[src/rtl/hello_pkg.sv]
// Shared letter codes and FSM states for the hello scroll encoder.
package hello_pkg;

  localparam int CODE_W = 3;

  localparam logic [CODE_W-1:0] CODE_H     = 3'b000;
  localparam logic [CODE_W-1:0] CODE_E     = 3'b001;
  localparam logic [CODE_W-1:0] CODE_L     = 3'b010;
  localparam logic [CODE_W-1:0] CODE_O     = 3'b011;
  localparam logic [CODE_W-1:0] CODE_BLANK = 3'b111;

  typedef enum logic [1:0] {
    IDLE,
    LOAD,
    SHOW
  } state_e;

endpackage

[src/rtl/hello_char_encoder.sv]
// ASCII to 3-bit letter code, case-insensitive for H/E/L/O.
module hello_char_encoder
  import hello_pkg::*;
(
  input  logic [7:0]        char_i,
  output logic [CODE_W-1:0] code_o
);

  // Setting bit 5 folds upper case onto lower case for letters.
  logic [7:0] low;
  assign low = char_i | 8'h20;

  always_comb begin
    code_o = CODE_BLANK;
    unique case (1'b1)
      (low == 8'h68): code_o = CODE_H;
      (low == 8'h65): code_o = CODE_E;
      (low == 8'h6c): code_o = CODE_L;
      (low == 8'h6f): code_o = CODE_O;
      default:        code_o = CODE_BLANK;
    endcase
  end

endmodule

[src/rtl/hello_scroll_encoder.sv]
// Buffers an encoded message and drives a scrolling window
// of letter codes to the per-digit decoders.
module hello_scroll_encoder
  import hello_pkg::*;
#(
  parameter int NUM_DIGITS = 6,
  parameter int MSG_LEN    = 8,
  parameter int TICK_DIV   = 25000000
) (
  input  logic                         clk,
  input  logic                         rst_n,
  input  logic                         char_valid,
  input  logic [7:0]                   char_data,
  output logic                         char_ready,
  input  logic                         msg_commit,
  input  logic                         msg_clear,
  input  logic                         scroll_en,
  output logic                         busy,
  output logic [CODE_W*NUM_DIGITS-1:0] digit_codes
);

  localparam int CNT_W = $clog2(MSG_LEN + 1);
  localparam int PTR_W = (MSG_LEN > 1) ? $clog2(MSG_LEN) : 1;
  localparam int TMR_W = $clog2(TICK_DIV);
  localparam int IDX_W = $clog2(MSG_LEN + NUM_DIGITS) + 1;

  state_e            state_q, state_d;
  logic [CODE_W-1:0] buf_q [MSG_LEN];
  logic [CODE_W-1:0] buf_d [MSG_LEN];
  logic [CNT_W-1:0]  count_q, count_d;
  logic [PTR_W-1:0]  ptr_q, ptr_d;
  logic [TMR_W-1:0]  timer_q, timer_d;

  logic [CODE_W-1:0] enc;
  logic              accept;
  logic              scroll;
  logic              tick;

  hello_char_encoder u_enc (
    .char_i (char_data),
    .code_o (enc)
  );

  assign accept = char_valid & char_ready;
  assign scroll = (32'(count_q) > NUM_DIGITS);
  assign tick   = (timer_q == TMR_W'(TICK_DIV - 1));

  always_ff @(posedge clk or negedge rst_n) begin
    if (!rst_n) begin
      state_q <= IDLE;
      count_q <= '0;
      ptr_q   <= '0;
      timer_q <= '0;
      for (int i = 0; i < MSG_LEN; i++)
        buf_q[i] <= CODE_BLANK;
    end else begin
      state_q <= state_d;
      count_q <= count_d;
      ptr_q   <= ptr_d;
      timer_q <= timer_d;
      buf_q   <= buf_d;
    end
  end

  always_comb begin
    state_d = state_q;
    count_d = count_q;
    ptr_d   = ptr_q;
    timer_d = timer_q;
    buf_d   = buf_q;
    if (msg_clear) begin
      state_d = IDLE;
      count_d = '0;
      ptr_d   = '0;
      timer_d = '0;
    end else begin
      unique case (state_q)
        IDLE: begin
          if (accept) begin
            buf_d[0] = enc;
            count_d  = CNT_W'(1);
            ptr_d    = '0;
            timer_d  = '0;
            state_d  = msg_commit ? SHOW : LOAD;
          end
        end
        LOAD: begin
          if (accept) begin
            buf_d[count_q[PTR_W-1:0]] = enc;
            count_d = count_q + CNT_W'(1);
          end
          if (msg_commit) begin
            state_d = SHOW;
            ptr_d   = '0;
            timer_d = '0;
          end
        end
        SHOW: begin
          if (scroll_en && scroll) begin
            if (tick) begin
              timer_d = '0;
              if (32'(ptr_q) + 1 == 32'(count_q))
                ptr_d = '0;
              else
                ptr_d = ptr_q + PTR_W'(1);
            end else begin
              timer_d = timer_q + TMR_W'(1);
            end
          end
        end
        default: state_d = IDLE;
      endcase
    end
  end

  always_comb begin
    char_ready = 1'b0;
    busy       = 1'b0;
    unique case (state_q)
      IDLE:    char_ready = 1'b1;
      LOAD:    char_ready = (count_q < CNT_W'(MSG_LEN));
      SHOW:    busy = 1'b1;
      default: char_ready = 1'b0;
    endcase
  end

  // ptr stays 0 unless scrolling, so one wrap rule covers both views.
  for (genvar g = 0; g < NUM_DIGITS; g++) begin : g_dig
    logic [IDX_W-1:0]  sum;
    logic [IDX_W-1:0]  cnt;
    logic [CODE_W-1:0] code;

    always_comb begin
      cnt  = IDX_W'(count_q);
      sum  = IDX_W'(ptr_q) + IDX_W'(g);
      code = CODE_BLANK;
      if (state_q != IDLE && IDX_W'(g) < cnt)
        code = buf_q[PTR_W'((sum >= cnt) ? sum - cnt : sum)];
    end

    assign digit_codes[CODE_W*g +: CODE_W] = code;
  end

endmodule
[config.mk]
export PLATFORM = sky130hd
export DESIGN_NAME = hello_scroll_encoder
export DESIGN_NICKNAME = d
export VERILOG_FILES = /design/src/rtl/hello_pkg.sv /design/src/rtl/hello_char_encoder.sv /design/src/rtl/hello_scroll_encoder.sv
export SDC_FILE = /design/constraint.sdc
export NUM_CORES = 1
export LEC_CHECK = 0
export BUFFER_PORTS_ARGS = -buffer_cell sky130_fd_sc_hd__buf_4
export CAP_MARGIN = 20
export CORE_AREA = 5 5 146 120
export DETAILED_ROUTE_END_ITERATION = 8
export DIE_AREA = 0 0 151 125
export GPL_ROUTABILITY_DRIVEN = 0
export PLACE_DENSITY_LB_ADDON = 0.05
export SETUP_SLACK_MARGIN = 0.05
export SYNTH_ARGS = -nofsm -noshare
export SYNTH_HDL_FRONTEND = slang
export SYNTH_SLANG_ARGS = --single-unit
[constraint.sdc]
create_clock -name clk -period 3.85 [get_ports clk]
set_input_delay 0.1925 -clock clk [delete_from_list [all_inputs] [get_ports clk]]
set_output_delay 0.1925 -clock clk [all_outputs]
set_load 0.02 [all_outputs]
==> results.json <==
{
  "critPathMostFrequentCell": "buf_4",
  "rsz0062_at_grt": "no",
  "clk_latency_ns": 0.33,
  "worstSetupPathType": "flop to output pin",
  "drv_slew": 0,
  "worst-path-buf-inv": 3,
  "setup_viol": 0,
  "fmax_mhz": 274,
  "die_area_sq_um": 18900,
  "numPortBuffers": 32,
  "seq_area_sq_um": 1480,
  "ctsRootBufferMaster": "clkbuf_16",
  "power-per-cell-area_nw_per_um2": 300,
  "cp.arrival_ns": 3.46,
  "hold_viol_final": 0,
  "clk_pin_slew_ns": 0.05,
  "crit_path_top_delay_cell": "dfrtp_2",
  "grt_max_degree": 59,
  "antenna_found_initial": 0,
  "synth_edf_count": 0,
  "outcome": "completed",
  "yosys-top-cells-area": "dfrtp_1 16%, dfstp_2 12%, mux2i_1 9.2%, mux2_2 7.9%, ha_1 5.5%",
  "clock_path_buffers": 2,
  "syn_area_sq_um": 5440,
  "cp.required_ns": 3.66,
  "drive_above_1_share": 0.251,
  "coreArea_sq_um": 16100,
  "grt_pass1_vias": 4947,
  "initial_core_util": 0.338,
  "top_usage_layer": "met1",
  "relSlewSlack": 0.399,
  "synth_top_flop_cell": "dfrtp_1",
  "start_kind": "flop",
  "totalWireLength_um": 17200,
  "drv_cap": 0,
  "die_h_um": 125,
  "ys_seq_elements": 58,
  "synth_cell_types": 63,
  "tightest_slew_ns": 0.901,
  "drtPass1Iterations": 5,
  "end_kind": "output pin",
  "via_per_inst": 5.67,
  "hpwl_um": 12600,
  "cts_tree": "built",
  "avgSynthCellArea_sq_um": 8.76,
  "setup_tns_ns": 0,
  "die_width_um": 151,
  "postRouteAntennaNets": 0,
  "area_delta_synth_final_pct": 18.0,
  "nFillCells": 1643,
  "synth_largest_area_cell": "dfrtp_1",
  "vias": 5068,
  "crit_fanout": 13,
  "syn-num-nets": 663,
  "fin_crit_ns": 3.65,
  "cellLeakagePower_nw": 2.58,
  "yosysWarnings": 0,
  "cts_buffers": 9,
  "yosysSeqAreaShare": 0.272,
  "num-nets-final": 711,
  "synthCells": 621,
  "overflow": 0,
  "track_usage": 0.184,
  "routedWlPerCell_um": 19.2,
  "crit_family": "adder cells",
  "period_share": 0.948,
  "worstPathCellList": "ha_1 > fa_1 > nor2b_1 > a221oi_1 > buf_4 > mux2i_1 > buf_4 > mux4_2 > mux2i_1 > nand2_1 > buf_4",
  "fin_skew_ns": 0.00234,
  "io_pins": 34,
  "num_rows": 42,
  "async_reset_ff_frac": 1.00,
  "n_antenna_cell": 0,
  "vdd_ir_drop_max_mv": 0.188,
  "drt_iter0_drc": 329,
  "cts_max_level": 3,
  "drc": 0,
  "slowest_delay_ns": 0.51,
  "grt_first_pass_wirelength_um": 27500,
  "netlist.area_leader.share": 0.156,
  "multi_input_area_sq_um": 3760,
  "gr-usage-met2": 0.257,
  "holdWs_ns": 0.0328,
  "use_met3": 0.0412,
  "grt_util_met1": 0.278,
  "hp-class": "input pin to flop",
  "clock-sinks": 58
}
## registers in the layout, summed over array words and instances, names as in the netlist
name and cells:
timer_q 25, buf_q 24, count_q 4, ptr_q 3, state_q 2
## area by class of cell
type	count	share of cell area
Clock buffer	11	0.0378
Clock inverter	5	0.0121
Multi-Input combinational cell	512	0.586
Sequential cell	58	0.231
Inverter	23	0.0138
Tap cell	220	0.0429
Timing Repair Buffer	65	0.0764
## repair_timing
action | CTS | global route
endpoints found under the setup margin | 9 | 12
hold endpoints to repair | 34 | 0
resized for setup | 3 | 8
pin swaps | 0 | 3
setup buffers | 0 | 5
hold buffers | 1 | 0
## placed cells by master (no fill, tap or decap), drive strengths merged, types with 3 or more instances in the layout
master,synthesis,layout
o211ai,8,8
and2,8,8
a211o,3,3
fa,4,4
or3,8,8
nor2b,17,17
buf,12,64
inv,23,23
nand2,70,70
nor3,15,15
dfstp,24,24
clkbuf,16,11
dfrtp,34,34
mux2i,50,50
a2bb2oi,3,3
xor2,3,3
o21ai,39,39
nor4,8,8
nand4,5,5
o41ai,3,3
o211a,3,3
mux2,38,38
a21oi,23,23
nor2,50,50
xnor2,12,12
a22oi,16,16
nand2b,8,8
a311oi,6,6
o22a,3,3
mux4,10,10
o31ai,6,6
ha,24,24
a21o,6,6
a31oi,4,4
o221ai,3,3
nand3,26,26
a211oi,10,10
## synthesized netlist by cell type (4+ instances only)
master     n
nand2_1   70
mux2i_1   50
nor2_1    50
mux2_2    38
o21ai_0   36
dfrtp_1   34
nand3_1   26
dfstp_2   24
ha_1      24
a21oi_1   22
inv_1     22
nor2b_1   17
a22oi_1   16
clkbuf_1  15
nor3_1    15
buf_2     12
xnor2_1   12
mux4_2    10
a211oi_1   9
and2_1     8
nand2b_1   8
nor4_1     8
o211ai_1   8
or3_1      8
a21o_1     6
a311oi_1   6
o31ai_1    6
nand4_1    5
a31oi_1    4
fa_1       4
## worst register-to-register path, cell delays in order (launching register included)
cell and delay [ns]:
dfrtp_1 0.38, ha_1 0.23, nand4_1 0.22, or4_1 0.46, o31ai_1 0.22, buf_4 0.22
nor2b_1 0.14, buf_4 0.24, nand3_1 0.10, o21ai_0 0.14
## logic make-up after synthesis
logic type                 share of synthesized area
xor gates and xnor gates                      0.0255
AOI/OAI and AO/OA                              0.188
DFF                                            0.272
and+or+nand+nor                                0.194
buffers and inverters                         0.0382
muxes                                          0.212
adders and majority gates                     0.0699
## power by group
group / internal [W] / switching, W
clock: 0.000582 / 0.000299
combinational: 0.000180 / 0.000198
sequential: 0.000632 / 0.0000365
## metal layers
layer	routed length [um]	up-vias
met2	7270	174
met5	0	-
met3	1140	26
met4	300	0
met1	8450	2472
li1	-	2396
## final timing paths
path / start / end / slack, ns / cells past startpoint
worst max-delay path: count_q[0] / digit_codes[0] / 0.20 / 11
worst min-delay path: msg_commit / state_q[0] / 0.03 / 2
worst max register to register: timer_q[0] / ptr_q[0] / 1.40 / 9
worst min register to register: timer_q[4] / timer_q[4] / 0.52 / 1
max in group asynchronous: rst_n / count_q[0] / 2.83 / 2
min in group asynchronous: rst_n / timer_q[4] / 0.48 / 2
## through the flow
step,setup WS [ns],power [W],std cells,area [sq um],util
3_3_place_gp,0.318,0.00104,872,6040,0.375
5_1_grt,0.0636,0.00201,894,6420,0.399
3_5_place_dp,0.305,0.00105,872,6040,0.375
4_1_cts,0.100,0.00194,889,6370,0.396
6_report,0.200,0.00193,894,6420,0.399
2_1_floorplan,0.474,0.000925,621,5440,-
No activity file was read; power rests on OpenSTA's default activity.
